## config.mk

```make
export PLATFORM = sky130hd
export DESIGN_NAME = sample_playback_counter_flat
export DESIGN_NICKNAME = d
export VERILOG_FILES = /design/src/rtl/sample_playback_counter_if.sv /design/src/rtl/sample_playback_counter.sv /design/src/flat_wrapper.sv
export SDC_FILE = /design/constraint.sdc
export NUM_CORES = 1
export LEC_CHECK = 0
export ABC_AREA = 0
export CORE_ASPECT_RATIO = 1.5
export CORE_MARGIN = 1
export CORE_UTILIZATION = 40
export CTS_BUF_LIST = sky130_fd_sc_hd__clkbuf_16
export DETAILED_ROUTE_END_ITERATION = 6
export PLACE_DENSITY = 0.72
export SLEW_MARGIN = 25
export SYNTH_ARGS = -nofsm -noshare
export SYNTH_HDL_FRONTEND = slang
export SYNTH_SLANG_ARGS = --single-unit
```

## constraint.sdc

```tcl
create_clock -name Clk -period 13.4 [get_ports Clk]
set_input_delay 3.35 -clock Clk [delete_from_list [all_inputs] [get_ports Clk]]
set_output_delay 3.35 -clock Clk [all_outputs]
set_load 0.005 [all_outputs]
```

## src/rtl/sample_playback_counter_if.sv

```systemverilog
// Bus between the note controller / sample memory side and the playback datapath.
// The master side drives the note parameters, the step/count pulses and the
// memory read data; the slave side (the datapath) returns the read address,
// the latched sample with its strobe, and the note status.
interface sample_playback_counter_if #(
  parameter int ADDR_W = 16,
  parameter int STEP_W = 12,
  parameter int CNT_W  = 16,
  parameter int DATA_W = 16
);
  logic              load;
  logic [ADDR_W-1:0] start_addr;
  logic [ADDR_W-1:0] loop_start;
  logic [ADDR_W-1:0] loop_end;
  logic              loop_en;
  logic [STEP_W-1:0] step;
  logic [CNT_W-1:0]  note_len;
  logic              increment;
  logic              count_inc;
  logic [ADDR_W-1:0] mem_addr;
  logic [DATA_W-1:0] mem_data;
  logic [DATA_W-1:0] sample_out;
  logic              sample_valid;
  logic              count_done;
  logic              active;

  modport master (
    output load, start_addr, loop_start, loop_end, loop_en, step, note_len,
    output increment, count_inc, mem_data,
    input  mem_addr, sample_out, sample_valid, count_done, active
  );

  modport slave (
    input  load, start_addr, loop_start, loop_end, loop_en, step, note_len,
    input  increment, count_inc, mem_data,
    output mem_addr, sample_out, sample_valid, count_done, active
  );
endinterface

```

## src/rtl/sample_playback_counter.sv

```systemverilog
// Note-playback datapath: fixed-point phase accumulator walking sample memory
// with loop-region wrapping, a note-length sample counter, and a three-stage
// read pipeline that presents each fetched sample with a one-cycle strobe.
module sample_playback_counter #(
  parameter int ADDR_W = 16,
  parameter int FRAC_W = 8,
  parameter int STEP_W = 12,
  parameter int CNT_W  = 16,
  parameter int DATA_W = 16
) (
  input logic                      Clk,
  input logic                      Reset,
  sample_playback_counter_if.slave bus
);
  localparam int PH_W = ADDR_W + FRAC_W;

  // latched note parameters
  logic [ADDR_W-1:0] loop_start_r;
  logic [ADDR_W-1:0] loop_end_r;
  logic              loop_en_r;
  logic [STEP_W-1:0] step_r;
  logic [CNT_W-1:0]  note_len_r;

  // note state
  logic [PH_W-1:0]   phase_r;
  logic [CNT_W-1:0]  count_r;
  logic              count_done_r;
  logic              active_r;

  // read pipeline: rd_p1_r = new address presented, rd_p2_r = memory data valid
  logic              rd_p1_r;
  logic              rd_p2_r;
  logic              sample_valid_r;
  logic [DATA_W-1:0] sample_out_r;

  // next-state helpers
  logic              inc_go_s;
  logic              cnt_go_s;
  logic [PH_W:0]     nxt_s;
  logic [ADDR_W:0]   nxt_int_s;
  logic [ADDR_W:0]   loop_len_s;
  logic [ADDR_W:0]   wrap_int_s;
  logic [PH_W-1:0]   step_phase_s;
  logic [CNT_W-1:0]  cnt_sat_s;

  // load wins over both pulses; pulses only act while a note is in progress
  assign inc_go_s = bus.increment & active_r & ~bus.load;
  assign cnt_go_s = bus.count_inc & active_r & ~bus.load;

  // phase step with carry bit and loop-region wrap selection
  always_comb begin
    nxt_s        = {1'b0, phase_r} + {{(PH_W + 1 - STEP_W){1'b0}}, step_r};
    nxt_int_s    = nxt_s[PH_W:FRAC_W];
    loop_len_s   = {1'b0, loop_end_r} - {1'b0, loop_start_r} + {{ADDR_W{1'b0}}, 1'b1};
    wrap_int_s   = nxt_int_s - loop_len_s;
    step_phase_s = nxt_s[PH_W-1:0];
    if (nxt_int_s <= {1'b0, loop_end_r}) begin
      step_phase_s = nxt_s[PH_W-1:0];
    end else if (loop_en_r && (wrap_int_s <= {1'b0, loop_end_r})) begin
      // one wrap is enough: fraction carries over unchanged
      step_phase_s = {wrap_int_s[ADDR_W-1:0], nxt_s[FRAC_W-1:0]};
    end else if (loop_en_r) begin
      // step overshoots a whole loop length: restart at loop_start
      step_phase_s = {loop_start_r, nxt_s[FRAC_W-1:0]};
    end else begin
      // one-shot note parks on the last sample
      step_phase_s = {loop_end_r, {FRAC_W{1'b0}}};
    end
  end

  // saturating sample-count increment
  always_comb begin
    if (count_r == {CNT_W{1'b1}}) begin
      cnt_sat_s = count_r;
    end else begin
      cnt_sat_s = count_r + {{(CNT_W-1){1'b0}}, 1'b1};
    end
  end

  // note parameter latch
  always_ff @(posedge Clk or negedge Reset) begin
    if (!Reset) begin
      loop_start_r <= {ADDR_W{1'b0}};
      loop_end_r   <= {ADDR_W{1'b0}};
      loop_en_r    <= 1'b0;
      step_r       <= {STEP_W{1'b0}};
      note_len_r   <= {CNT_W{1'b0}};
    end else if (bus.load) begin
      loop_start_r <= bus.loop_start;
      loop_end_r   <= bus.loop_end;
      loop_en_r    <= bus.loop_en;
      step_r       <= bus.step;
      note_len_r   <= bus.note_len;
    end
  end

  // phase accumulator
  always_ff @(posedge Clk or negedge Reset) begin
    if (!Reset) begin
      phase_r <= {PH_W{1'b0}};
    end else if (bus.load) begin
      phase_r <= {bus.start_addr, {FRAC_W{1'b0}}};
    end else if (inc_go_s) begin
      phase_r <= step_phase_s;
    end
  end

  // sample counter, done flag and note-active flag
  always_ff @(posedge Clk or negedge Reset) begin
    if (!Reset) begin
      count_r      <= {CNT_W{1'b0}};
      count_done_r <= 1'b0;
      active_r     <= 1'b0;
    end else if (bus.load) begin
      // a zero-length note is already complete at the load edge
      count_r      <= {CNT_W{1'b0}};
      count_done_r <= (bus.note_len == {CNT_W{1'b0}});
      active_r     <= (bus.note_len != {CNT_W{1'b0}});
    end else if (cnt_go_s) begin
      count_r <= cnt_sat_s;
      if (cnt_sat_s >= note_len_r) begin
        count_done_r <= 1'b1;
        active_r     <= 1'b0;
      end
    end
  end

  // read pipeline: address -> memory data -> latched sample with strobe
  always_ff @(posedge Clk or negedge Reset) begin
    if (!Reset) begin
      rd_p1_r        <= 1'b0;
      rd_p2_r        <= 1'b0;
      sample_valid_r <= 1'b0;
      sample_out_r   <= {DATA_W{1'b0}};
    end else if (bus.load) begin
      rd_p1_r        <= 1'b0;
      rd_p2_r        <= 1'b0;
      sample_valid_r <= 1'b0;
    end else begin
      rd_p1_r        <= inc_go_s;
      rd_p2_r        <= rd_p1_r;
      sample_valid_r <= rd_p2_r;
      if (rd_p2_r) begin
        sample_out_r <= bus.mem_data;
      end
    end
  end

  assign bus.mem_addr     = phase_r[PH_W-1:FRAC_W];
  assign bus.sample_out   = sample_out_r;
  assign bus.sample_valid = sample_valid_r;
  assign bus.count_done   = count_done_r;
  assign bus.active       = active_r;
endmodule

```

## src/flat_wrapper.sv

```systemverilog
// flat-port wrapper written by rule: the top's interface ports become plain ports
module sample_playback_counter_flat 
#(
  parameter int ADDR_W = 16,
  parameter int FRAC_W = 8,
  parameter int STEP_W = 12,
  parameter int CNT_W  = 16,
  parameter int DATA_W = 16
)
  (Clk, Reset, bus_load, bus_start_addr, bus_loop_start, bus_loop_end, bus_loop_en, bus_step, bus_note_len, bus_increment, bus_count_inc, bus_mem_data, bus_mem_addr, bus_sample_out, bus_sample_valid, bus_count_done, bus_active);
  sample_playback_counter_if #(.ADDR_W(ADDR_W), .STEP_W(STEP_W), .CNT_W(CNT_W), .DATA_W(DATA_W)) bus_i ();
  input logic Clk;
  input logic Reset;
  input wire logic [$bits(bus_i.load)-1:0] bus_load;
  input wire logic [$bits(bus_i.start_addr)-1:0] bus_start_addr;
  input wire logic [$bits(bus_i.loop_start)-1:0] bus_loop_start;
  input wire logic [$bits(bus_i.loop_end)-1:0] bus_loop_end;
  input wire logic [$bits(bus_i.loop_en)-1:0] bus_loop_en;
  input wire logic [$bits(bus_i.step)-1:0] bus_step;
  input wire logic [$bits(bus_i.note_len)-1:0] bus_note_len;
  input wire logic [$bits(bus_i.increment)-1:0] bus_increment;
  input wire logic [$bits(bus_i.count_inc)-1:0] bus_count_inc;
  input wire logic [$bits(bus_i.mem_data)-1:0] bus_mem_data;
  output wire logic [$bits(bus_i.mem_addr)-1:0] bus_mem_addr;
  output wire logic [$bits(bus_i.sample_out)-1:0] bus_sample_out;
  output wire logic [$bits(bus_i.sample_valid)-1:0] bus_sample_valid;
  output wire logic [$bits(bus_i.count_done)-1:0] bus_count_done;
  output wire logic [$bits(bus_i.active)-1:0] bus_active;
  assign bus_i.load = bus_load;
  assign bus_i.start_addr = bus_start_addr;
  assign bus_i.loop_start = bus_loop_start;
  assign bus_i.loop_end = bus_loop_end;
  assign bus_i.loop_en = bus_loop_en;
  assign bus_i.step = bus_step;
  assign bus_i.note_len = bus_note_len;
  assign bus_i.increment = bus_increment;
  assign bus_i.count_inc = bus_count_inc;
  assign bus_i.mem_data = bus_mem_data;
  assign bus_mem_addr = bus_i.mem_addr;
  assign bus_sample_out = bus_i.sample_out;
  assign bus_sample_valid = bus_i.sample_valid;
  assign bus_count_done = bus_i.count_done;
  assign bus_active = bus_i.active;
  sample_playback_counter #(.ADDR_W(ADDR_W), .FRAC_W(FRAC_W), .STEP_W(STEP_W), .CNT_W(CNT_W), .DATA_W(DATA_W)) u_core (.Clk(Clk), .Reset(Reset), .bus(bus_i));
endmodule
```

Yosys cells after proc, flatten, opt, wreduce, memory -nomap -nowiden

Cells that the tools add are included.

Muxes and demuxes: 17
Divide/modulo/power cells: 0
Add/subtract/negate cells: 5
Bitwise logic cells: 5
Multipliers: 0
Reduce and logical (&&, ||, !) cells: 8
Shift operators: 0
$lt $le $gt $ge: 3
Equal/unequal tests: 1

Operators by type and width:

| kind                    | number |
|---|---|
| $mux W24                | 5 |
| $mux W16                | 3 |
| $le A17 B16 Y1          | 2 |
| $add A24 B12 Y25        | 1 |
| $add A17 B1 Y17 const B | 1 |
| $sub A16 B16 Y17        | 1 |
| $sub A17 B17 Y17        | 1 |
| $add A16 B1 Y16 const B | 1 |
| $eq A16 B16 Y1 const B  | 1 |
| $ge A16 B16 Y1          | 1 |
| $logic_not A16 Y1       | 1 |
| $reduce_bool A16 Y1     | 1 |
| $mux W1                 | 9 |
| $reduce_bool A2 Y1      | 3 |
| $and A1 B1 Y1           | 4 |
| $reduce_and A2 Y1       | 2 |
| $logic_and A1 B1 Y1     | 1 |
| $not A1 Y1              | 1 |

Bits in latches: 0
Bits of input ports: 98
Memories: 0
Output and inout bits: 35
Memory bits (writable): 0
Bits in registers: 122
Memory bits (read-only): 0

Longest topological paths before layout

Depth in word-level cells: 9
Mapped depth: 26
Gate-level depth less buffers: 26

Worst setup path before layout

No wires, ideal clock.

Path kind: reg2reg
Start point: register u_core.phase_r[5]
End point: register u_core.phase_r[14]
Required time: 13.296 ns
Data arrival time: 5.977 ns
Library setup time: 0.104 ns
Stages on the path, launching flop included: 24
Clock period less this slack: 6.080 ns
Slack: 7.320 ns
Buffers on the path: 0
Path through: dfrtp_1 > ha_1 > a21o_1 > a221o_1 > a221oi_1 > nor3b_1 > and3_1 > xor2_1 > fa_1 > ha_1 > o21a_1 > or2_2 > and3_1 > mux2_2 > nor3_1 > ha_1 > nand4_1 > o211ai_1 > a221oi_1 > o2bb2ai_1 > inv_1 > nor2_1 > mux2_1 > o41ai_2

Longest elaborated chain between the ends: 8

Ends and longest elaborated chain:

| element                  | line                           | source |
|---|---|---|
| start: declaration       | sample_playback_counter.sv:25  | `logic [PH_W-1:0] phase_r;` |
| start signal: assignment | sample_playback_counter.sv:100 | `phase_r <= {PH_W{1'b0}};` |
| start signal: assignment | sample_playback_counter.sv:102 | `phase_r <= {bus.start_addr, {FRAC_W{1'b0}}};` |
| start signal: assignment | sample_playback_counter.sv:104 | `phase_r <= step_phase_s;` |
| $add A24 B12 Y25 (*)     | sample_playback_counter.sv:52  | `nxt_s = {1'b0, phase_r} + {{(PH_W + 1 - STEP_W){1'b0}}, step_r};` |
| $sub A17 B17 Y17         | sample_playback_counter.sv:55  | `wrap_int_s = nxt_int_s - loop_len_s;` |
| $le A17 B16 Y1           | sample_playback_counter.sv:59  | `end else if (loop_en_r && (wrap_int_s <= {1'b0, loop_end_r})) begin` |
| $logic_and A1 B1 Y1      | sample_playback_counter.sv:59  |  |
| $mux W24                 | sample_playback_counter.sv:59  |  |
| $mux W24 (*)             | sample_playback_counter.sv:57  | `if (nxt_int_s <= {1'b0, loop_end_r}) begin` |
| $mux W24 (*)             | sample_playback_counter.sv:103 | `end else if (inc_go_s) begin` |
| $mux W24 (*)             | sample_playback_counter.sv:101 | `end else if (bus.load) begin` |

Mark *: on every way between the ends. The rest lies on a longest branch, timed or not. The select of a mux whose other input is x is not followed.
A chain may end at the register's enable or synchronous reset.

Worst setup path after layout

Start point: register u_core.phase_r[0]
End point: register u_core.phase_r[14]

The elaborated chain is that of the path after synthesis.

==> results.md <==
- Outcome: finished, final reports clean
- Hold Path Cell Cnt: 1
- Fin crit period: 7.217 ns
- Area growth, synth to finish: 23.40%
- Finish-stage setup viols: 0
- Max FO, Critical Path: 8
- CTS clock-pin slew for the worst setup and hold paths: 0.06 ns
- Final setup skew: 0.008205 ns
- Layout net count: roughly 1,200
- Worst reg2reg setup slack: around 6.2 ns
- Ant diodes: 0
- CTS tree: done
- RSZ-0062 raised after global routing: no
- Crit path arrival time: roughly 7.5 ns
- Std-Cell Rows: 65
- Synth area leaders: dfrtp_1 36%, ha_1 11%, mux2_2 6.2%
- Starting Density: 40.82%
- Hold endpoint: u_core.bus.sample_out[8]
- Register area share after synthesis: 35.51%
- IO Port Bufs: 132
- Max Root-Sink Buffers: 2
- WP buf/inv: 2
- Post-route cell area: around 11,000 sq um
- Die Wd: 121.7 microns
- Hold Violations, Final: 0
- Power Dens Cells: 184.6 nW/um^2
- Crit-path most repeated cell: a21oi_1
- Share of layout cells above drive strength 1: 9.144%
- Relative slew slack: 40.78%
- Worst vdd rail ir drop: ~110 uV
- Place WS: about 6.3 ns
- Synth warnings: 0
- Critical path's slowest cell: fa_1
- Synthesized area per cell: 9.501 sq um
- Clk_lat worst skew: 0.43 ns
- CTS resizes: 0
- Max-capacitance violation count: 0
- Leakage: 4.639 nW
- Post-synth top area share: 35.51%
- Clock Sinks: 122
- Main synth FF type: dfrtp_1
- Mapped Cells: 905
- Overall routed net length: between 20 and 25 mm
- HP Start: u_core.bus.sample_out[8]
- Levels on crit path: 26
- Commonest cells in the netlist: 122 x dfrtp_1, 100 x nand2_1, 77 x ha_1
- Vias in the first global route: 7,489
- I/O Pins: ~130
- GRT overflow: 0
- Reg area: 3053 sq um
- Worst r2r path cells: 26
- Critical path's largest stage delay: 0.58 ns
- DR pass1 iterations: 5
- Yosys top cell by area: dfrtp_1
- Drt wl/cell: 18.54 microns
- Global-route wire length before repair: 38.51 mm
- Setup WS post-layout: 6.183 ns
- Launch point of the worst reg-to-reg path: u_core.phase_r[0]
- Post-synth ARST share: 100.0%
- Vias per cell: 5.628
- Slew @ Worst Pin: 0.8883 ns
- Core ar.: 21,060 sq um
- Crit path kind: reg2reg
- Die area: 22,100 sq um
- Root buf cell: clkbuf_16
- Cell Area, Synth: 8598 sq um
- Detailed Place HPWL: 18.51 mm
- RD Place Congestion: roughly 0.98
- Startpoint Class: flop
- Total power draw: 1.958 mW
- Fin crit share: 53.86%
- Yosys cell types: between 60 and 70
- DRC: 0
- Worst R2R End: u_core.phase_r[14]
- Hold-fix buffers, CTS: 0
- Post-synth EDFFs: 0
- Multi-input gate area: 5135 sq um
- DRT iter0 DRCs: 383
- Vias: 7,294
- CTS Buf Count: 17
- Post CTS Setup Buffer Count: 0
- Largest net degree at the start of global routing: 88
- Max Slew Vio Count: 0
- Filler cells: 1,925
- Worst path required time: 13.73 ns
- Placed cell areas: 10,050 sq um
- Initial antenna violation count: 0
- H-tree Lvls: 4
- Delay-heaviest family, CP: compound AO/OA/AOI/OAI gates
- Die Ht: around 180 microns
- Most common cell in the netlist: dfrtp_1
- Hold Crit Class: reg2reg
- Post-Syn Nets: between 1,000 and 1,500
- Setup TNS: 0 ns
- CP endpoint kind: flop
- Total GRT Usage: 22.86%
- #FFs+latches synth: 122
- Final ANT Viol Nets: 0
- Fmax: between 100 and 150 MHz
-- routing by layer --
| metal | routed length [microns] | up-vias | track usage, % |
|---|---|---|---|
| met5 | 0 | - | 0 |
| met3 | 1325 | 68 | 4.020 |
| met2 | 12610 | 282 | 41.52 |
| met4 | 1172 | 0 | 13.68 |
| li1 | - | 3460 | - |
| met1 | 8924 | 3484 | 24.12 |
-- layout make-up --
class	instances	area share [%]
multi-input combinational	691	48.40
sequential	122	28.77
timing repair buffer	137	12.76
clock buffer	17	4.009
tap	268	3.160
inverter	46	1.627
clock inverter	15	1.274
-- power by group --
part	internal, mW	switching, mW
Clock	0.269	0.173
Sequential	0.415	0.0397
Combinational	0.455	0.607
Total	1.14	0.819
-- per-stage QoR --
| stage | utilization (%) | cells | hold slack [ns] |
|---|---|---|---|
| after floorplan | - | 905 | 0.4385 |
| after global placement | 47.71 | 1264 | 0.4432 |
| after detailed placement | 47.71 | 1264 | 0.4788 |
| after CTS | 50.37 | 1296 | 0.5015 |
| after global routing | 50.37 | 1296 | 0.5110 |
| final | 50.37 | 1296 | 0.5004 |
-- cell families (layout without fill, tap and decap cells) --
| family | after synthesis | after routing | share of synthesized area, % |
|---|---|---|---|
| AND/OR/NAND/NOR | 263 | 263 | 14.30 |
| AO/OA/AOI/OAI | 221 | 221 | 16.85 |
| flip-flops | 122 | 122 | 35.51 |
| adder cells (fa/ha/maj) | 95 | 95 | 15.40 |
| buffers and inverters | 92 | 215 | 4.773 |
| multiplexers | 60 | 60 | 7.698 |
| XOR/XNOR | 52 | 52 | 5.471 |
-- how the worst max path moves through the flow --
stage	start	endpoint	slack, ns
2_1_floorplan	u_core.phase_r[5]	u_core.phase_r[14]	7.32
3_3_place_gp	u_core.phase_r[8]	u_core.phase_r[14]	6.52
3_5_place_dp	u_core.phase_r[8]	u_core.phase_r[14]	6.31
4_1_cts	u_core.phase_r[5]	u_core.phase_r[14]	6.31
5_1_grt	u_core.step_r[0]	u_core.phase_r[14]	5.80
6_report	u_core.phase_r[0]	u_core.phase_r[14]	6.18
-- placed cells by master (no fill, tap or decap), types with 4 or more instances in the layout --
cell type and n:
nand4_1 12, mux2_2 47, xor2_1 22, mux2i_1 11
nor3_1 19, a21o_1 14, a221oi_1 4, nor2b_1 6
dfrtp_1 122, and2_1 10, a211oi_1 7, or3_1 8
o31ai_1 4, fa_1 18, nand3_1 17, nor2_1 54
nor4_1 7, o22ai_1 4, clkdlybuf4s50_1 130, a22oi_1 5
o21a_1 10, ha_1 77, nand2_1 100, o211ai_1 10
a21oi_1 51, xnor2_1 29, inv_1 46, clkbuf_16 17
clkinv_2 4, and3_1 11, o221ai_1 7, buf_4 7
nand2b_1 9, o21ai_0 66
-- sequential cells by signal, indices dropped and copies added (netlist names) --
name / count
u_core.rd_p2_r: 1
u_core.note_len_r: 16
u_core.step_r: 12
u_core.loop_en_r: 1
u_core.loop_start_r: 16
u_core.rd_p1_r: 1
u_core.bus.active: 1
u_core.bus.sample_out: 16
u_core.loop_end_r: 16
u_core.phase_r: 24
u_core.count_r: 16
u_core.bus.sample_valid: 1
u_core.bus.count_done: 1
-- worst register-to-register path, stage by stage (launching register included) --
cell and delay (ns):
dfrtp_1 0.35, ha_1 0.19, inv_1 0.06, fa_1 0.37, nand2b_1 0.19, a21o_1 0.21, a21oi_1 0.21, a21o_1 0.14
a21oi_1 0.07, xnor2_1 0.52, fa_1 0.58, fa_1 0.50, a211oi_1 0.36, o21a_1 0.23, o21ai_0 0.20, a21o_1 0.23
a21oi_1 0.16, xnor2_1 0.11, ha_1 0.32, nand4_1 0.14, nor3_1 0.33, a21oi_1 0.11, o2bb2ai_1 0.28, inv_1 0.21
nor2_1 0.31, mux2_1 0.39, o41ai_2 0.32
(Power assumes the default switching activity.)
